==> src/rtl/mux_scan_reg_if.sv <==
// Signal bundle between a channel source/controller and the mux_scan_reg block.
// master drives channel data and controls; slave is the mux itself.
interface mux_scan_reg_if #(
    parameter int WIDTH  = 8,
    parameter int NUM_IN = 4,
    parameter int SEL_W  = $clog2(NUM_IN)
);
    logic [NUM_IN*WIDTH-1:0] IN_BUS;
    logic [SEL_W-1:0]        SEL;
    logic                    MODE;
    logic                    HOLD;
    logic [WIDTH-1:0]        OUT;
    logic                    OUT_VALID;
    logic [SEL_W-1:0]        OUT_CH;
    logic                    OUT_WRAP;

    modport master (
        output IN_BUS, SEL, MODE, HOLD,
        input  OUT, OUT_VALID, OUT_CH, OUT_WRAP
    );

    modport slave (
        input  IN_BUS, SEL, MODE, HOLD,
        output OUT, OUT_VALID, OUT_CH, OUT_WRAP
    );
endinterface

==> src/rtl/mux_scan_reg.sv <==
// Registered N:1 mux with manual select and an automatic channel scanner.
// Optional per-channel dwell counter enabled by defining MUXS_DWELL_EN.
//
// state  | meaning
// MANUAL | OUT follows IN_BUS[SEL]; illegal SEL keeps OUT and drops OUT_VALID
// SCAN   | OUT follows IN_BUS[ch]; ch steps modulo NUM_IN, pulsing OUT_WRAP at 0
module mux_scan_reg #(
    parameter int WIDTH  = 8,
    parameter int NUM_IN = 4,
    parameter int SEL_W  = $clog2(NUM_IN),
    parameter int DWELL  = 4
) (
    input  logic             CLK,
    input  logic             RST,
    mux_scan_reg_if.slave    bus
);

    typedef enum logic {
        MANUAL = 1'b0,
        SCAN   = 1'b1
    } state_t;

    localparam logic [SEL_W:0]   NUM_IN_W = NUM_IN[SEL_W:0];
    localparam logic [SEL_W-1:0] LAST_CH  = SEL_W'(NUM_IN - 1);

    state_t           state_q, state_d;
    logic [SEL_W-1:0] ch_q, ch_d;
    logic [WIDTH-1:0] out_q, out_d;
    logic             out_valid_q, out_valid_d;
    logic [SEL_W-1:0] out_ch_q, out_ch_d;
    logic             out_wrap_q, out_wrap_d;

    logic             adv;
    logic             scan_step;
    logic             seq_clr;
    logic             sel_legal;
    logic [SEL_W-1:0] ch_next;
    logic [WIDTH-1:0] sel_data;
    logic [WIDTH-1:0] next_data;

    // Loop-based pick keeps out-of-range indices from ever slicing past IN_BUS.
    function automatic logic [WIDTH-1:0] pick(
        input logic [NUM_IN*WIDTH-1:0] in_bus,
        input logic [SEL_W-1:0]        idx
    );
        logic [WIDTH-1:0] r;
        r = '0;
        for (int k = 0; k < NUM_IN; k++) begin
            if (idx == SEL_W'(k)) begin
                r = in_bus[k*WIDTH +: WIDTH];
            end
        end
        return r;
    endfunction

`ifdef MUXS_DWELL_EN
    localparam int              DC_W    = (DWELL > 1) ? $clog2(DWELL) : 1;
    localparam logic [DC_W-1:0] DC_LAST = DC_W'(DWELL - 1);

    logic [DC_W-1:0] dc_q, dc_d;

    assign adv = (dc_q == DC_LAST);

    always_comb begin
        dc_d = dc_q;
        if (seq_clr) begin
            dc_d = '0;
        end else if (scan_step) begin
            dc_d = adv ? '0 : dc_q + 1'b1;
        end
    end

    always_ff @(posedge CLK or posedge RST) begin
        if (RST) begin
            dc_q <= '0;
        end else begin
            dc_q <= dc_d;
        end
    end
`else
    wire unused_dwell = (DWELL != 0);

    assign adv = 1'b1;
`endif

    assign sel_legal = ({1'b0, bus.SEL} < NUM_IN_W);
    assign ch_next   = !adv ? ch_q : ((ch_q == LAST_CH) ? '0 : ch_q + 1'b1);
    assign sel_data  = pick(bus.IN_BUS, bus.SEL);
    assign next_data = pick(bus.IN_BUS, ch_next);

    always_comb begin
        state_d     = state_q;
        ch_d        = ch_q;
        out_d       = out_q;
        out_valid_d = out_valid_q;
        out_ch_d    = out_ch_q;
        out_wrap_d  = 1'b0;
        scan_step   = 1'b0;
        seq_clr     = 1'b0;

        if (!bus.HOLD) begin
            if (state_q == SCAN && bus.MODE) begin
                scan_step  = 1'b1;
                ch_d       = ch_next;
                out_d      = next_data;
                out_ch_d   = ch_next;
                out_valid_d = 1'b1;
                out_wrap_d = adv && (ch_q == LAST_CH);
            end else if (state_q == MANUAL && bus.MODE) begin
                // Entry loads channel 0 directly; the first step happens next edge.
                state_d     = SCAN;
                seq_clr     = 1'b1;
                ch_d        = '0;
                out_d       = pick(bus.IN_BUS, '0);
                out_ch_d    = '0;
                out_valid_d = 1'b1;
            end else begin
                state_d = MANUAL;
                seq_clr = 1'b1;
                ch_d    = '0;
                if (sel_legal) begin
                    out_d       = sel_data;
                    out_ch_d    = bus.SEL;
                    out_valid_d = 1'b1;
                end else begin
                    out_valid_d = 1'b0;
                end
            end
        end
    end

    always_ff @(posedge CLK or posedge RST) begin
        if (RST) begin
            state_q     <= MANUAL;
            ch_q        <= '0;
            out_q       <= '0;
            out_valid_q <= 1'b0;
            out_ch_q    <= '0;
            out_wrap_q  <= 1'b0;
        end else begin
            state_q     <= state_d;
            ch_q        <= ch_d;
            out_q       <= out_d;
            out_valid_q <= out_valid_d;
            out_ch_q    <= out_ch_d;
            out_wrap_q  <= out_wrap_d;
        end
    end

    assign bus.OUT       = out_q;
    assign bus.OUT_VALID = out_valid_q;
    assign bus.OUT_CH    = out_ch_q;
    assign bus.OUT_WRAP  = out_wrap_q;

endmodule

==> src/flat_wrapper.sv <==
// flat-port wrapper written by rule: the top's interface ports become plain ports
module mux_scan_reg_flat 
#(
    parameter int WIDTH  = 8,
    parameter int NUM_IN = 4,
    parameter int SEL_W  = $clog2(NUM_IN),
    parameter int DWELL  = 4
)
  (CLK, RST, bus_IN_BUS, bus_SEL, bus_MODE, bus_HOLD, bus_OUT, bus_OUT_VALID, bus_OUT_CH, bus_OUT_WRAP);
  mux_scan_reg_if #(.WIDTH(WIDTH), .NUM_IN(NUM_IN), .SEL_W(SEL_W)) bus_i ();
  input  logic CLK;
  input  logic RST;
  input wire logic [$bits(bus_i.IN_BUS)-1:0] bus_IN_BUS;
  input wire logic [$bits(bus_i.SEL)-1:0] bus_SEL;
  input wire logic [$bits(bus_i.MODE)-1:0] bus_MODE;
  input wire logic [$bits(bus_i.HOLD)-1:0] bus_HOLD;
  output wire logic [$bits(bus_i.OUT)-1:0] bus_OUT;
  output wire logic [$bits(bus_i.OUT_VALID)-1:0] bus_OUT_VALID;
  output wire logic [$bits(bus_i.OUT_CH)-1:0] bus_OUT_CH;
  output wire logic [$bits(bus_i.OUT_WRAP)-1:0] bus_OUT_WRAP;
  assign bus_i.IN_BUS = bus_IN_BUS;
  assign bus_i.SEL = bus_SEL;
  assign bus_i.MODE = bus_MODE;
  assign bus_i.HOLD = bus_HOLD;
  assign bus_OUT = bus_i.OUT;
  assign bus_OUT_VALID = bus_i.OUT_VALID;
  assign bus_OUT_CH = bus_i.OUT_CH;
  assign bus_OUT_WRAP = bus_i.OUT_WRAP;
  mux_scan_reg #(.WIDTH(WIDTH), .NUM_IN(NUM_IN), .SEL_W(SEL_W), .DWELL(DWELL)) u_core (.CLK(CLK), .RST(RST), .bus(bus_i));
endmodule
==> config.mk <==
export PLATFORM = sky130hd
export DESIGN_NAME = mux_scan_reg_flat
export DESIGN_NICKNAME = d
export VERILOG_FILES = /design/src/rtl/mux_scan_reg_if.sv /design/src/rtl/mux_scan_reg.sv /design/src/flat_wrapper.sv
export SDC_FILE = /design/constraint.sdc
export NUM_CORES = 1
export LEC_CHECK = 0
export CORE_MARGIN = 2
export CORE_UTILIZATION = 55
export DETAILED_ROUTE_END_ITERATION = 12
export DONT_BUFFER_PORTS = 1
export GPL_TIMING_DRIVEN = 1
export PLACE_DENSITY = 0.81
export SLEW_MARGIN = 30
export SYNTH_ARGS = -nofsm -noshare
export SYNTH_HDL_FRONTEND = slang
export SYNTH_SLANG_ARGS = --single-unit
==> constraint.sdc <==
create_clock -name CLK -period 2.6 [get_ports CLK]
set_clock_uncertainty 0.05 [all_clocks]
set_input_delay 0.39 -clock CLK [delete_from_list [all_inputs] [get_ports CLK]]
set_output_delay 0.39 -clock CLK [all_outputs]
set_load 0.005 [all_outputs]
==> metrics.txt <==
outcome finished clean; global route overflow 0; Clock Path Buffers 2; VDD IR max 372 uV; Reg clk slew, reported paths 0.08 ns; crit path launch type flop; final hold slack 0.131 ns; initial antenna violation count 0; #FFs+latches synth 15; fraction of layout instances using a drive strength above 1 3.61%; commonest non-fill, non-tap cells in the layout 29 x o21ai_0, 23 x a21oi_1, 20 x nand2_1; HP Class in -> reg; via/cell ratio 6.45; minimum clock period 1.93 ns; fill count 209; area occupied by multi-input gates 786 um^2; Leak 0.521 nW; CP required 2.71 ns; slowest stage delay, CP 0.42 ns; Detailed Route WL 3.33 mm; CP cell instances inv_1, ha_1, and3b_1, a21o_1, a221oi_2, a21oi_1; GP Congestion 0.821; Max Cap Viol 0; CTS tree yes; DP Wirelength 2.42 mm; Final Hold Vio Count 0; Post-synth top flop dfrtp_1; total CTS buffers 3; nets 209; crit path max-delay cell type dfrtp_1; final slew viol count 0; Vias 1,252; detailed-route DRC error count 0; CP Capture Type flop; fmax 518 MHz; EDFF count, synth 0; yosys warns 0; CTS sink count 15; Mapped Area 0.00130 mm^2; critical path start-end classification reg -> reg; worst skew pair latency 0.28 ns; most common cell after layout, fill and taps aside o21ai_0; CTS root buffer clkbuf_4; Seq/Total Area, Yosys 28.9%; largest net degree at the start of global routing 28; Antenna diodes 0; part of the cycle the worst path needs 74.3%; synthesis-to-finish area growth -1.44%; starting density of the core 58.2%; Placeable Area 0.00223 mm^2; PwrDens 434 mW/mm^2; Cells after Synth 177; Tot GR Track Use 24.3%; setup_tns 0 ns; vias in the first global route 1,021; first-pass GRT wire length 4.89 mm; wl on met1 1.46 mm; port buffer count 0; Slew HR 60.5%; Placement Rows 17; syn_area_per_cell 7.34 um^2; Pre-antenna DRT Iters 5; Die ar. 0.00277 mm^2; Finish-stage setup viols 0; RSZ-0062 raised after global routing no; met3 wire len 351 um; Top Layer Used met4; die width 52.6 um; WP data arrival 2.05 ns; register area 375 um^2; DRT iter0 DRCs 65; Post-synth ARST share 100%; syn nets 219; routed wl met2 1.49 mm; H-tree levels 1; Final ANT Viol Nets 0; post-synthesis cell type count 25; mean routed wirelength per cell 17.2 um; Tot Pwr 0.556 mW; Die Span Y 52.6 um; actual slew at the worst max-slew pin 0.592 ns; Top Ports 50; crit path max fanout 10; fin util 57.4%
## routing by layer
layer  vias to the layer above  global-route usage (%)
met5                         -                       0
met4                         0                    7.26
met3                         5                    4.00
met2                        69                    33.3
met1                       575                    38.2
li1                        603                       -
## through the flow
| stage | instance area, um^2 | worst slack [ns] | cells |
|---|---|---|---|
| after global placement | 1240 | 0.799 | 189 |
| after floorplan | 1300 | 0.933 | 177 |
| after detailed placement | 1240 | 0.692 | 189 |
| after CTS | 1280 | 0.669 | 194 |
| after global routing | 1280 | 0.578 | 194 |
| final | 1280 | 0.668 | 194 |
## critical path: cells and delay by family (launching register included)
family,cells,cell delay [ns]
fa+ha+maj,1,0.37
simple gates,1,0.33
flops,1,0.42
compound gates,3,0.54
buf+inv,1,0.10
## synth_stat cells (4+ instances only)
| cell | number | area (um^2) |
|---|---|---|
| clkbuf_1 | 4 | 15.0 |
| o21ai_0 | 29 | 145 |
| dfrtp_1 | 15 | 375 |
| nand2_1 | 20 | 75.1 |
| a31oi_1 | 8 | 50.1 |
| a21oi_1 | 23 | 115 |
| nand2b_1 | 8 | 50.1 |
| mux2i_1 | 8 | 80.1 |
| a32oi_1 | 7 | 61.3 |
| ha_1 | 4 | 50.1 |
| inv_1 | 13 | 48.8 |
| nor2_1 | 6 | 22.5 |
| nand3_1 | 10 | 50.1 |
| buf_2 | 6 | 30.0 |
## where the power goes
| part | total [mW] | switching [mW] | internal, mW | leakage, nW |
|---|---|---|---|---|
| Clock | 0.129 | 0.0694 | 0.0596 | 0.0150 |
| Sequential | 0.285 | 0.0268 | 0.258 | 0.175 |
| Combinational | 0.142 | 0.0816 | 0.0606 | 0.331 |
## logic make-up after synthesis
family | synth area share [%]
AO/OA/AOI/OAI | 30.9
AND/OR/NAND/NOR | 18.7
buffers and inverters | 10.7
flip-flops | 28.9
multiplexers | 7.03
adder cells (fa/ha/maj) | 3.85
## cell type report
cell class	instances	share of cell area, %
Inverter	13	3.81
Timing Repair Buffer	1	0.781
Tap cell	28	2.73
Multi-Input combinational cell	133	61.3
Clock buffer	4	2.05
Sequential cell	15	29.3
## sequential cells by signal, summed over array words and instances, names as in the netlist
| name | flops |
|---|---|
| u_core.bus.OUT_WRAP | 1 |
| u_core.ch_q | 2 |
| u_core.state_q | 1 |
| u_core.bus.OUT_VALID | 1 |
| u_core.bus.OUT_CH | 2 |
| u_core.bus.OUT | 8 |
## repair_timing
item	4_1_cts	5_1_grt
hold endpoints to repair	15	0
gates resized for setup	0	0
setup buffers	0	0
endpoints found under the setup margin	0	0
hold buffers	1	0
## final timing paths
check	from	end	slack, ns	cells after the start
min reg2reg	u_core.bus.OUT_VALID	u_core.bus.OUT_VALID	0.46	1
max	u_core.ch_q[0]	u_core.bus.OUT[6]	0.67	6
min	bus_HOLD	u_core.bus.OUT_WRAP	0.13	1
max in group asynchronous	RST	u_core.state_q	1.60	2
max reg2reg	u_core.ch_q[0]	u_core.bus.OUT[6]	0.67	6
min in group asynchronous	RST	u_core.bus.OUT[4]	0.54	2
(Power assumes the default switching activity.)
